`src/rtl/mem_arb_pkg.sv`:
```
// Shared types and defaults for the two-port memory arbiter.
// Consumed by mem_arb_pick and mem_arbiter.
package mem_arb_pkg;

    localparam int DEF_WORD_SIZE = 16;
    localparam int DEF_MEM_DEPTH = 21;

    typedef enum logic [1:0] {
        ST_IDLE   = 2'd0,
        ST_ACCESS = 2'd1,
        ST_RESP   = 2'd2
    } state_t;

    typedef enum logic {
        SEL_IF = 1'b0,
        SEL_D  = 1'b1
    } sel_t;

endpackage

```
`src/rtl/mem_arb_pick.sv`:
```
// Winner selection between the fetch and data ports.
// With RR_EN=0 the data port always wins a tie; otherwise the port not granted last wins.
module mem_arb_pick
    import mem_arb_pkg::*;
#(
    parameter bit RR_EN = 1'b0
) (
    input  logic if_req_i,
    input  logic d_req_i,
    input  sel_t last_grant_i,
    output sel_t sel_o
);

    always_comb begin
        sel_o = SEL_D;
        if (if_req_i && !d_req_i) begin
            sel_o = SEL_IF;
        end else if (if_req_i && d_req_i && RR_EN && (last_grant_i == SEL_D)) begin
            sel_o = SEL_IF;
        end
    end

endmodule

```
`src/rtl/mem_arbiter.sv`:
```
// Two-port (fetch/data) arbiter in front of a single-port combinational-read memory.
// Define MEM_ARB_RR_EN for round-robin tie-breaking; default is fixed data-over-fetch priority.
//
// state  | meaning
// IDLE   | no access in flight; arbitrate incoming requests
// ACCESS | drive the memory for the latched request
// RESP   | pulse the granted port's ACK; arbitrate again
module mem_arbiter
    import mem_arb_pkg::*;
#(
    parameter int WORD_SIZE = DEF_WORD_SIZE,
    parameter int MEM_DEPTH = DEF_MEM_DEPTH
) (
    input  logic                 CLK,
    input  logic                 RST,
    input  logic                 IF_REQ,
    input  logic [WORD_SIZE-1:0] IF_ADDR,
    output logic                 IF_ACK,
    output logic [WORD_SIZE-1:0] IF_DATA,
    input  logic                 D_REQ,
    input  logic                 D_WE,
    input  logic [WORD_SIZE-1:0] D_ADDR,
    input  logic [WORD_SIZE-1:0] D_WDATA,
    output logic                 D_ACK,
    output logic [WORD_SIZE-1:0] D_RDATA,
    output logic                 D_ERR,
    output logic                 MEM_ON,
    output logic                 MEM_W,
    output logic [WORD_SIZE-1:0] MEM_ADDR,
    output logic [WORD_SIZE-1:0] MEM_DIN,
    input  logic [WORD_SIZE-1:0] MEM_DOUT
);

    localparam logic [WORD_SIZE-1:0] DEPTH_W = WORD_SIZE'(MEM_DEPTH);

    state_t               state_q;
    sel_t                 sel_q;
    logic                 we_q;
    logic [WORD_SIZE-1:0] addr_q;
    logic [WORD_SIZE-1:0] wdata_q;
    logic                 if_ack_q;
    logic                 d_ack_q;
    logic                 d_err_q;
    logic [WORD_SIZE-1:0] if_data_q;
    logic [WORD_SIZE-1:0] d_rdata_q;

    sel_t                 pick_sel;
    sel_t                 last_grant;
    logic                 grant;
    logic                 in_range;
    logic [WORD_SIZE-1:0] rd_data_d;

    assign grant     = (state_q != ST_ACCESS) && (IF_REQ || D_REQ);
    assign in_range  = (addr_q < DEPTH_W);
    assign rd_data_d = in_range ? MEM_DOUT : '0;

`ifdef MEM_ARB_RR_EN
    localparam bit RR = 1'b1;
    sel_t last_q;

    always_ff @(posedge CLK) begin
        if (RST) begin
            last_q <= SEL_IF;
        end else if (grant) begin
            last_q <= pick_sel;
        end
    end

    assign last_grant = last_q;
`else
    localparam bit RR = 1'b0;
    assign last_grant = SEL_IF;
`endif

    mem_arb_pick #(
        .RR_EN(RR)
    ) u_pick (
        .if_req_i    (IF_REQ),
        .d_req_i     (D_REQ),
        .last_grant_i(last_grant),
        .sel_o       (pick_sel)
    );

    always_ff @(posedge CLK) begin
        if (RST) begin
            state_q   <= ST_IDLE;
            sel_q     <= SEL_IF;
            we_q      <= 1'b0;
            addr_q    <= '0;
            wdata_q   <= '0;
            if_ack_q  <= 1'b0;
            d_ack_q   <= 1'b0;
            d_err_q   <= 1'b0;
            if_data_q <= '0;
            d_rdata_q <= '0;
        end else begin
            if_ack_q <= 1'b0;
            d_ack_q  <= 1'b0;
            d_err_q  <= 1'b0;
            case (state_q)
                ST_ACCESS: begin
                    state_q <= ST_RESP;
                    if (sel_q == SEL_D) begin
                        d_ack_q <= 1'b1;
                        d_err_q <= !in_range;
                        if (!we_q) begin
                            d_rdata_q <= rd_data_d;
                        end
                    end else begin
                        if_ack_q  <= 1'b1;
                        if_data_q <= rd_data_d;
                    end
                end
                default: begin
                    if (grant) begin
                        state_q <= ST_ACCESS;
                        sel_q   <= pick_sel;
                        // Fetches never write; write data only tracks the data port.
                        if (pick_sel == SEL_D) begin
                            addr_q  <= D_ADDR;
                            wdata_q <= D_WDATA;
                            we_q    <= D_WE;
                        end else begin
                            addr_q <= IF_ADDR;
                            we_q   <= 1'b0;
                        end
                    end else begin
                        state_q <= ST_IDLE;
                    end
                end
            endcase
        end
    end

    // Gated by RST combinationally so a reset mid-ACCESS suppresses the write.
    assign MEM_ON   = (state_q == ST_ACCESS) && in_range && !RST;
    assign MEM_W    = MEM_ON && we_q;
    assign MEM_ADDR = addr_q;
    assign MEM_DIN  = wdata_q;

    assign IF_ACK  = if_ack_q;
    assign IF_DATA = if_data_q;
    assign D_ACK   = d_ack_q;
    assign D_RDATA = d_rdata_q;
    assign D_ERR   = d_err_q;

endmodule

```
`config.mk`:
```
export PLATFORM = sky130hd
export DESIGN_NAME = mem_arbiter
export DESIGN_NICKNAME = d
export VERILOG_FILES = /design/src/rtl/mem_arb_pkg.sv /design/src/rtl/mem_arb_pick.sv /design/src/rtl/mem_arbiter.sv
export SDC_FILE = /design/constraint.sdc
export NUM_CORES = 1
export LEC_CHECK = 0
export CAP_MARGIN = 5
export CORE_ASPECT_RATIO = 1.25
export CORE_UTILIZATION = 30
export CTS_CLUSTER_SIZE = 10
export DETAILED_ROUTE_END_ITERATION = 10
export PLACE_DENSITY = 0.61
export SYNTH_ARGS = -nofsm -noshare
export SYNTH_HDL_FRONTEND = slang
export SYNTH_HIERARCHICAL = 1
export SYNTH_SLANG_ARGS = --single-unit
```
`constraint.sdc`:
```
create_clock -name CLK -period 3.19 [get_ports CLK]
set_input_delay 0.319 -clock CLK [delete_from_list [all_inputs] [get_ports CLK]]
set_output_delay 0.319 -clock CLK [all_outputs]
set_load 0.005 [all_outputs]
```
# == After elaboration in Yosys (flattened, before gate mapping) ==
# Index checks and enable logic that the tools add are counted.
# Widths: inputs -> output; s select.
# op_classes
mux,8
reduce_logical,16
magnitude_cmp,1
eq_ne,2
bitwise_logic,4
# op_table
op,count
$mux 16,2
$lt 16x5->1 const B,1
$reduce_and 3->1,2
$logic_and 1x1->1,5
$mux 1,5
$not 1->1,4
$reduce_and 2->1,2
$reduce_or 2->1,2
$logic_not 1->1,3
$reduce_or 3->1,1
$eq 2x1->1 const B,1
$mux 2,1
$ne 2x1->1 const B,1
$logic_or 1x1->1,1
# word_totals
wordCells,42
out_inout_bits,69
regBits,71
inputBits,69

# == Depth between registers and ports, before layout ==
# Gate-level depths: netlist (run 1).
# depth
word_depth,4
mapped_depth,6
depth_no_buf,4

# == Cells and area by module ==
# The synthesis (run 1) kept the hierarchy.
# modules_own_cells
mod,seq_area_each_um2,cells_each,area_each_um2,n_inst
mem_arbiter,1421.4,317,3296.9,1
mem_arb_pick,0.0,1,6.3,1

# == Worst setup path before layout (run 1) ==
# No wires, ideal clock.
# synth_path
path_kind,flip-flop to output port
start,register addr_q[13] (netlist: MEM_ADDR[13])
end,output port MEM_ON
arrival_time_ns,1.209
path_buffers,1
path_slack_ns,1.662
required_ns,2.871
path_stages_with_launch,5
cell_sequence,dfxtp_1 -> nor4_2 -> nand3_2 -> buf_6 -> nor4_1
# synth_via
elab_chain_cells,3
# synth_rtl
element,line,rtl
start: declaration,mem_arbiter.sv:39,logic [WORD_SIZE-1:0] addr_q;
start signal: assignment,mem_arbiter.sv:89,addr_q <= '0;
start signal: assignment,mem_arbiter.sv:120,addr_q <= D_ADDR;
start signal: assignment,mem_arbiter.sv:124,addr_q <= IF_ADDR;
$lt 16x5->1,mem_arbiter.sv:54,assign in_range = (addr_q < DEPTH_W);
$logic_and 1x1->1 (2 in series),mem_arbiter.sv:136,assign MEM_ON = (state_q == ST_ACCESS) && in_range && !RST;
end: declaration,mem_arbiter.sv:27,"output logic MEM_ON,"
# No other way between the ends.

# == Worst setup path in the final report (run 1) ==
# layout_path
start,register addr_q[13] (netlist: MEM_ADDR[13])
end,output port MEM_W
# layout_via
elab_chain_cells,4
# layout_rtl
element,line,rtl
$lt 16x5->1,mem_arbiter.sv:54,
$logic_and 1x1->1 (2 in series),mem_arbiter.sv:136,
$logic_and 1x1->1,mem_arbiter.sv:137,assign MEM_W = MEM_ON && we_q;
end: declaration,mem_arbiter.sv:28,"output logic MEM_W,"
# No other way between the ends.

==> impl_metrics.toml, run 1 <==
[place]
gp_routability_congestion = 0.748
dp_hpwl_um = 6800
io_buffers = 137
dp.cells = 555

[worst_setup_path]
crit_type = "reg -> out"
end_kind = "output pin"
startpoint_type = "register"
path_max_fanout = 9
required_ns = 2.87
cp.arrival_ns = 2.14

[clock_tree]
clock_sinks = 71
cts_setup_buffers = 0
tritoncts = "yes"
cts_buffers = 9
clk_path_buf_depth = 2
clk_pin_slew_ns = 0.06
hold_buffers = 0
htree_levels = 3
root_buffer = "clkbuf_16"
clock_latency_ns = 0.32
postCtsResizedCells = 0

[routing]
ant_nets = 0
wl_per_cell_um = 17.2
drtPass1Iterations = 4
drc_errors = 0
totalWireLength_um = 9810
vias_per_cell = 5.29
vias = 3022
drtIter0Drc = 135

[timing]
setup-tns-final_ns = 0
finClkSkew_ns = 0.00870
hold_viol_final = 0
period_needed_ns = 2.46
slew_headroom_pct = 24.5
tightest_slew_ns = 1.13
rsz0062_at_grt = "no"
slew_viol_final = 0
setup_viol_count_final = 0
period_share_pct = 77.2
timing.fmax_ghz = 0.406

[cells_and_area]
layout.nets = 503
num_antenna_cells = 0
fin_cells = 571
final_cell_mix = "clkdlybuf4s50_1 (136), dfxtp_1 (71), a21oi_1 (34)"
syn_to_final_growth_pct = 53.3
drive_gt1_share_pct = 14.1
fill_cells = 1005
final_common_cell = "clkdlybuf4s50_1"

[job]
drv_cap = 0

[global_routing]
antenna_found_initial = 0
grt_usage_pct = 17.5
grt_first_pass_wirelength_um = 15300
grt_max_degree = 46
gr-total-overflow = 0
grt_pass1_vias = 2923

[floorplanning]
ioPinCount = 138
coreArea_um2 = 10700
dieArea_um2 = 11400
die_x_um = 95.8
start_util_pct = 30.9
fp-row-count = 42
die_y_um = 119

[worst_hold_path]
min_path_type = "in -> reg"

[yosys]
synthesis.area_um2 = 3300
syn_nets = 386
synth_area_per_cell_um2 = 10.4
ys_warn_count = 6
netlist_instances = 317

[power]
power.density_nw_per_um2 = 488
p_leak_nw = 1.94
irDropWorstVdd_uv = 240

[outcome]
outcome = "finished, final reports clean"
[layout make-up]
type | count | area [µm²] | area share (%)
Clock buffer | 12 | 256 | 5.07
Clock inverter | 4 | 77.6 | 1.53
Multi-Input combinational cell | 204 | 1690 | 33.4
Tap cell | 132 | 165 | 3.27
Sequential cell | 71 | 1420 | 28.1
Timing Repair Buffer | 147 | 1440 | 28.5
Inverter | 1 | 3.75 | 0.0742
[sequential cells by signal, summed over array words and instances (netlist names)]
signal    cells
D_ERR         1
D_ACK         1
IF_DATA      16
D_RDATA      16
we_q          1
state_q       2
MEM_DIN      16
MEM_ADDR     16
IF_ACK        1
sel_q         1
[final timing paths]
check	startpoint	to	slack (ns)	depth (start not counted)
max	MEM_ADDR[13]	MEM_W	0.73	4
min	RST	IF_ACK	0.40	2
max reg2reg	MEM_ADDR[13]	D_RDATA[6]	1.45	4
min reg2reg	MEM_DIN[7]	MEM_DIN[7]	0.47	2
[stage by stage]
stage	hold slack [ns]	area, µm²	setup WS (ns)	utilization [%]	total power, W
after CTS	0.393	5060	0.694	47.4	0.00249
after global routing	0.404	5060	0.553	47.4	0.00257
after detailed placement	0.465	4720	0.912	44.3	0.00138
final	0.399	5060	0.727	47.4	0.00247
after floorplan	0.454	3300	1.66	-	0.00117
after global placement	0.459	4720	0.976	44.3	0.00138
[power by group]
part / internal [W] / leakage [nW] / switching (W)
registers: 0.000931 / 0.580 / 0.0000331
logic: 0.000209 / 1.19 / 0.000190
clock network: 0.000730 / 0.163 / 0.000377
total: 0.00187 / 1.94 / 0.000600
[per-layer routing]
layer  share of wire, %  track usage, %  vias to the layer above  routed length (µm)
li1                   -               -                     1457                   -
met1                 44            22.0                     1476                4300
met2                 51            29.5                       75                5000
met3                3.2            1.98                       14                 315
met4                2.0            7.74                        0                 201
met5                  0               0                        -                   0
[critical path: stages (launching register included)]
cell,delay (ns)
dfxtp_1,0.33
nor4_2,0.32
nand3_2,0.28
and4bb_2,0.38
clkdlybuf4s50_1,0.52
(Power assumes the default switching activity.)
==> inputs of run 2 (changes only) <==
==> constraint.sdc (replaced) <==
create_clock -name CLK -period 2.4 [get_ports CLK]
set_input_delay 0.24 -clock CLK [delete_from_list [all_inputs] [get_ports CLK]]
set_output_delay 0.24 -clock CLK [all_outputs]
set_load 0.005 [all_outputs]
==> run 2 against run 1 <==
Against the previous run:
- core utilization is 0.15 points lower
- clock skew about the same
- largest power group unchanged
- power increased by 27%
- design area down 0.32%
- critical endpoint unchanged
- hold slack worse by 0.069 ns
==> impl_metrics.toml, run 2 (synthesized netlist as in run 1, its figures left out) <==
[clock_tree]
clk_path_buf_depth = 2
clk_pin_slew_ns = 0.05
cts_buffers = 9
postCtsResizedCells = 0
root_buffer = "clkbuf_16"
clock_latency_ns = 0.32
clock_sinks = 71
tritoncts = "yes"
cts_setup_buffers = 0
hold_buffers = 0
htree_levels = 3

[global_routing]
grt_max_degree = 53
antenna_found_initial = 0
grt_pass1_vias = 2886
grt_first_pass_wirelength_um = 15000
gr-total-overflow = 0
grt_usage_pct = 17.2

[cells_and_area]
seq_area_um2 = 1420
fill_cells = 1016
fin_cells = 572
syn_to_final_growth_pct = 52.8
final_cell_mix = "clkdlybuf4s50_1 (136), dfxtp_1 (71), a21oi_1 (34)"
num_antenna_cells = 0
multi_input_area_um2 = 1700
final_common_cell = "clkdlybuf4s50_1"
layout.nets = 505
drive_gt1_share_pct = 14.8
final_core_util_pct = 47.3

[floorplanning]
start_util_pct = 30.9
fp-row-count = 42
die_y_um = 119
coreArea_um2 = 10700
dieArea_um2 = 11400
die_x_um = 95.8
ioPinCount = 138

[routing]
drtPass1Iterations = 4
drc_errors = 0
drtIter0Drc = 139
ant_nets = 0
totalWireLength_um = 9590
wl_per_cell_um = 16.8
vias_per_cell = 5.14
vias = 2942

[worst_setup_path]
required_ns = 2.16
cp.arrival_ns = 2.02
crit_path_max_incr_delay_ns = 0.48
end_kind = "output pin"
crit_type = "reg -> out"
startpoint_type = "register"
path_cells = "o21ai_1 > nor2_4 > and4bb_2 > clkdlybuf4s50_1"
crit_path_top_delay_cell = "clkdlybuf4s50_1"
path_max_fanout = 17

[job]
drv_cap = 0

[timing]
slew_viol_final = 0
rsz0062_at_grt = "no"
hold_viol_final = 0
fin_ws_ns = 0.138
slew_headroom_pct = 30.7
finClkSkew_ns = 0.00838
setup-tns-final_ns = 0
period_share_pct = 94.2
timing.fmax_ghz = 0.442
tightest_slew_ns = 1.04
setup_viol_count_final = 0
period_needed_ns = 2.26

[place]
dp_hpwl_um = 6640
gp_routability_congestion = 0.773
dp.cells = 557
io_buffers = 137
pre_cts_ws_ns = 0.446

[power]
power.density_nw_per_um2 = 623
p_leak_nw = 1.93
irDropWorstVdd_uv = 291

[worst_hold_path]
min_path_type = "in -> reg"

[outcome]
outcome = "finished, final reports clean"
==> run 2: cell count changes in the layout (fill, tap and decap cells not counted), sizes merged <==
cell    before  now
buf         11   13
bufinv       2    1
clkbuf      12   11
clkinv       2    3
==> run 2: layout make-up <==
cell class / instances / area share (%)
Multi-Input combinational cell: 204 / 33.7
Tap cell: 132 / 3.28
Sequential cell: 71 / 28.2
Clock inverter: 4 / 0.894
Inverter: 1 / 0.0745
Timing Repair Buffer: 149 / 28.9
Clock buffer: 11 / 5.01
==> run 2: worst max-delay path: cells and delay by family (launching register included) <==
| family | cells | cell delay [ns] |
|---|---|---|
| compound gates | 1 | 0.12 |
| buf+inv | 1 | 0.48 |
| flops | 1 | 0.38 |
| simple gates | 2 | 0.72 |
==> run 2: worst paths after layout <==
check,start,endpoint,slack (ns),cells after the start
max reg2reg,state_q[0],IF_DATA[3],0.66,3
min,RST,we_q,0.33,2
min reg2reg,MEM_DIN[13],MEM_DIN[13],0.47,2
max,MEM_ADDR[3],MEM_W,0.14,4
==> run 2: metrics by stage <==
| stage | hold slack (ns) | instance area [µm²] | power [W] |
|---|---|---|---|
| after global placement | 0.456 | 4740 | 0.00184 |
| after global routing | 0.370 | 5040 | 0.00327 |
| final | 0.331 | 5040 | 0.00314 |
| after floorplan | 0.390 | 3300 | 0.00156 |
| after detailed placement | 0.469 | 4740 | 0.00184 |
| after CTS | 0.325 | 5040 | 0.00318 |
==> run 2: layer usage <==
layer,vias up,part of all wire (%),track usage (%)
li1,1461,-,-
met1,1396,43,21.2
met2,72,51,29.1
met3,13,3.4,2.36
met4,0,2.2,7.74
met5,-,0,0
==> run 2: where the power goes <==
part | total (W) | internal [W] | switching [W]
Clock | 0.00133 | 0.000849 | 0.000476
Sequential | 0.00128 | 0.00124 | 0.0000419
Combinational | 0.000534 | 0.000282 | 0.000253
==> inputs of run 3 (changes only) <==
--- a/config.mk
+++ b/config.mk
@@ -11,6 +11,7 @@
 export CTS_CLUSTER_SIZE = 10
 export DETAILED_ROUTE_END_ITERATION = 10
 export PLACE_DENSITY = 0.61
+export REMOVE_ABC_BUFFERS = 1
 export SYNTH_ARGS = -nofsm -noshare
 export SYNTH_HDL_FRONTEND = slang
 export SYNTH_HIERARCHICAL = 1
==> run 3 against run 2 <==
Against the previous run:
- critical path depth stayed put
- sequential share of layout area barely moved
- wire length down 3.3%
- first-iteration DRC count decreased by 31%
- critical path type unchanged
- largest power group unchanged
==> impl_metrics.toml, run 3 (synthesized netlist as in run 1, its figures left out) <==
[clock_tree]
clk_path_buf_depth = 2
clk_pin_slew_ns = 0.06
clock_latency_ns = 0.33
tritoncts = "yes"
root_buffer = "clkbuf_16"
htree_levels = 3
cts_buffers = 9
cts_setup_buffers = 0
postCtsResizedCells = 0
hold_buffers = 0
clock_sinks = 71

[floorplanning]
die_x_um = 95.8
die_y_um = 119
start_util_pct = 30.9
fp-row-count = 42
coreArea_um2 = 10700
ioPinCount = 138
dieArea_um2 = 11400

[worst_setup_path]
cp_top_family = "simple AND/OR/NAND/NOR gates"
crit_type = "reg -> out"
cp.arrival_ns = 1.97
end_kind = "output pin"
startpoint_type = "register"
crit_path_max_incr_delay_ns = 0.52
path_cells = "nor4_2 > nand3_2 > and4bb_2 > clkdlybuf4s50_1"
critPathLaunch = "MEM_ADDR[14]"
required_ns = 2.16
crit_path_top_delay_cell = "clkdlybuf4s50_1"
crit_buf_inv = 1
path_max_fanout = 3
timing.rr.start = "MEM_ADDR[14]"

[cells_and_area]
num_antenna_cells = 0
drive_gt1_share_pct = 14.5
syn_to_final_growth_pct = 52.9
final_core_util_pct = 47.3
layout.nets = 504
final_common_cell = "clkdlybuf4s50_1"
final_cell_mix = "clkdlybuf4s50_1 (136), dfxtp_1 (71), a21oi_1 (34)"

[routing]
totalWireLength_um = 9270
vias_per_cell = 5.30
wl_per_cell_um = 16.2
vias = 3033
drtIter0Drc = 96
drc_errors = 0
ant_nets = 0
drtPass1Iterations = 4

[global_routing]
grt_max_degree = 72
grt_pass1_vias = 2975
grt_first_pass_wirelength_um = 15100
antenna_found_initial = 0
grt_usage_pct = 16.9
gr-total-overflow = 0

[timing]
period_needed_ns = 2.21
finClkSkew_ns = 0.00820
tightest_slew_ns = 1.08
rsz0062_at_grt = "no"
hold_ws_ns = 0.320
period_share_pct = 92.3
slew_viol_final = 0
slew_headroom_pct = 28.0
hold_viol_final = 0
setup-tns-final_ns = 0
timing.fmax_ghz = 0.452
setup_viol_count_final = 0

[power]
p_leak_nw = 1.93
irDropWorstVdd_uv = 305
power.density_nw_per_um2 = 637
finalPower_w = 0.00321

[place]
dp_hpwl_um = 6120
io_buffers = 137
gp_routability_congestion = 0.752

[outcome]
outcome = "finished, final reports clean"

[worst_hold_path]
worstHoldStart = "RST"
min_path_type = "in -> reg"

[job]
drv_cap = 0
-- run 3: final timing paths --
| kind | end | slack (ns) | cells after the start |
|---|---|---|---|
| worst max register to register | IF_DATA[15] | 0.74 | 4 |
| worst max-delay path | MEM_W | 0.19 | 4 |
| worst min-delay path | MEM_DIN[11] | 0.32 | 2 |
| worst min register to register | MEM_DIN[7] | 0.47 | 2 |
-- run 3: final cells by class --
class                           instances  area (µm²)
Tap cell                              132         165
Fill cell                            1016        5620
Clock buffer                            9         225
Multi-Input combinational cell        204        1690
Timing Repair Buffer                  148        1450
Inverter                                1        3.75
Clock inverter                          7        87.6
Sequential cell                        71        1420
-- run 3: worst reg2reg max path, cell delays in order, from the launching register on --
cell     delay [ns]
dfxtp_1        0.33
nor4_2         0.33
nand3_2        0.16
buf_4          0.32
o41ai_1        0.41
-- run 3: report_power, final --
group	internal, W	switching, W	total, W
sequential	0.00124	0.0000422	0.00128
combinational	0.000279	0.000248	0.000528
clock	0.000902	0.000502	0.00140
-- run 3: stage by stage --
| step | cells | worst slack [ns] | area [µm²] |
|---|---|---|---|
| 2_1_floorplan | 276 | -0.446 | 3100 |
| 3_3_place_gp | 556 | 0.437 | 4730 |
| 3_5_place_dp | 556 | 0.408 | 4730 |
| 4_1_cts | 572 | 0.110 | 5040 |
| 5_1_grt | 572 | 0.0182 | 5040 |
| 6_report | 572 | 0.185 | 5040 |
-- run 3: routing by layer --
metal | vias to the layer above | wire [µm] | GRT usage (%)
met2 | 117 | 4430 | 26.0
met4 | 0 | 82 | 4.76
met3 | 8 | 858 | 7.47
met5 | - | 0 | 0
met1 | 1446 | 3900 | 21.3
li1 | 1462 | - | -
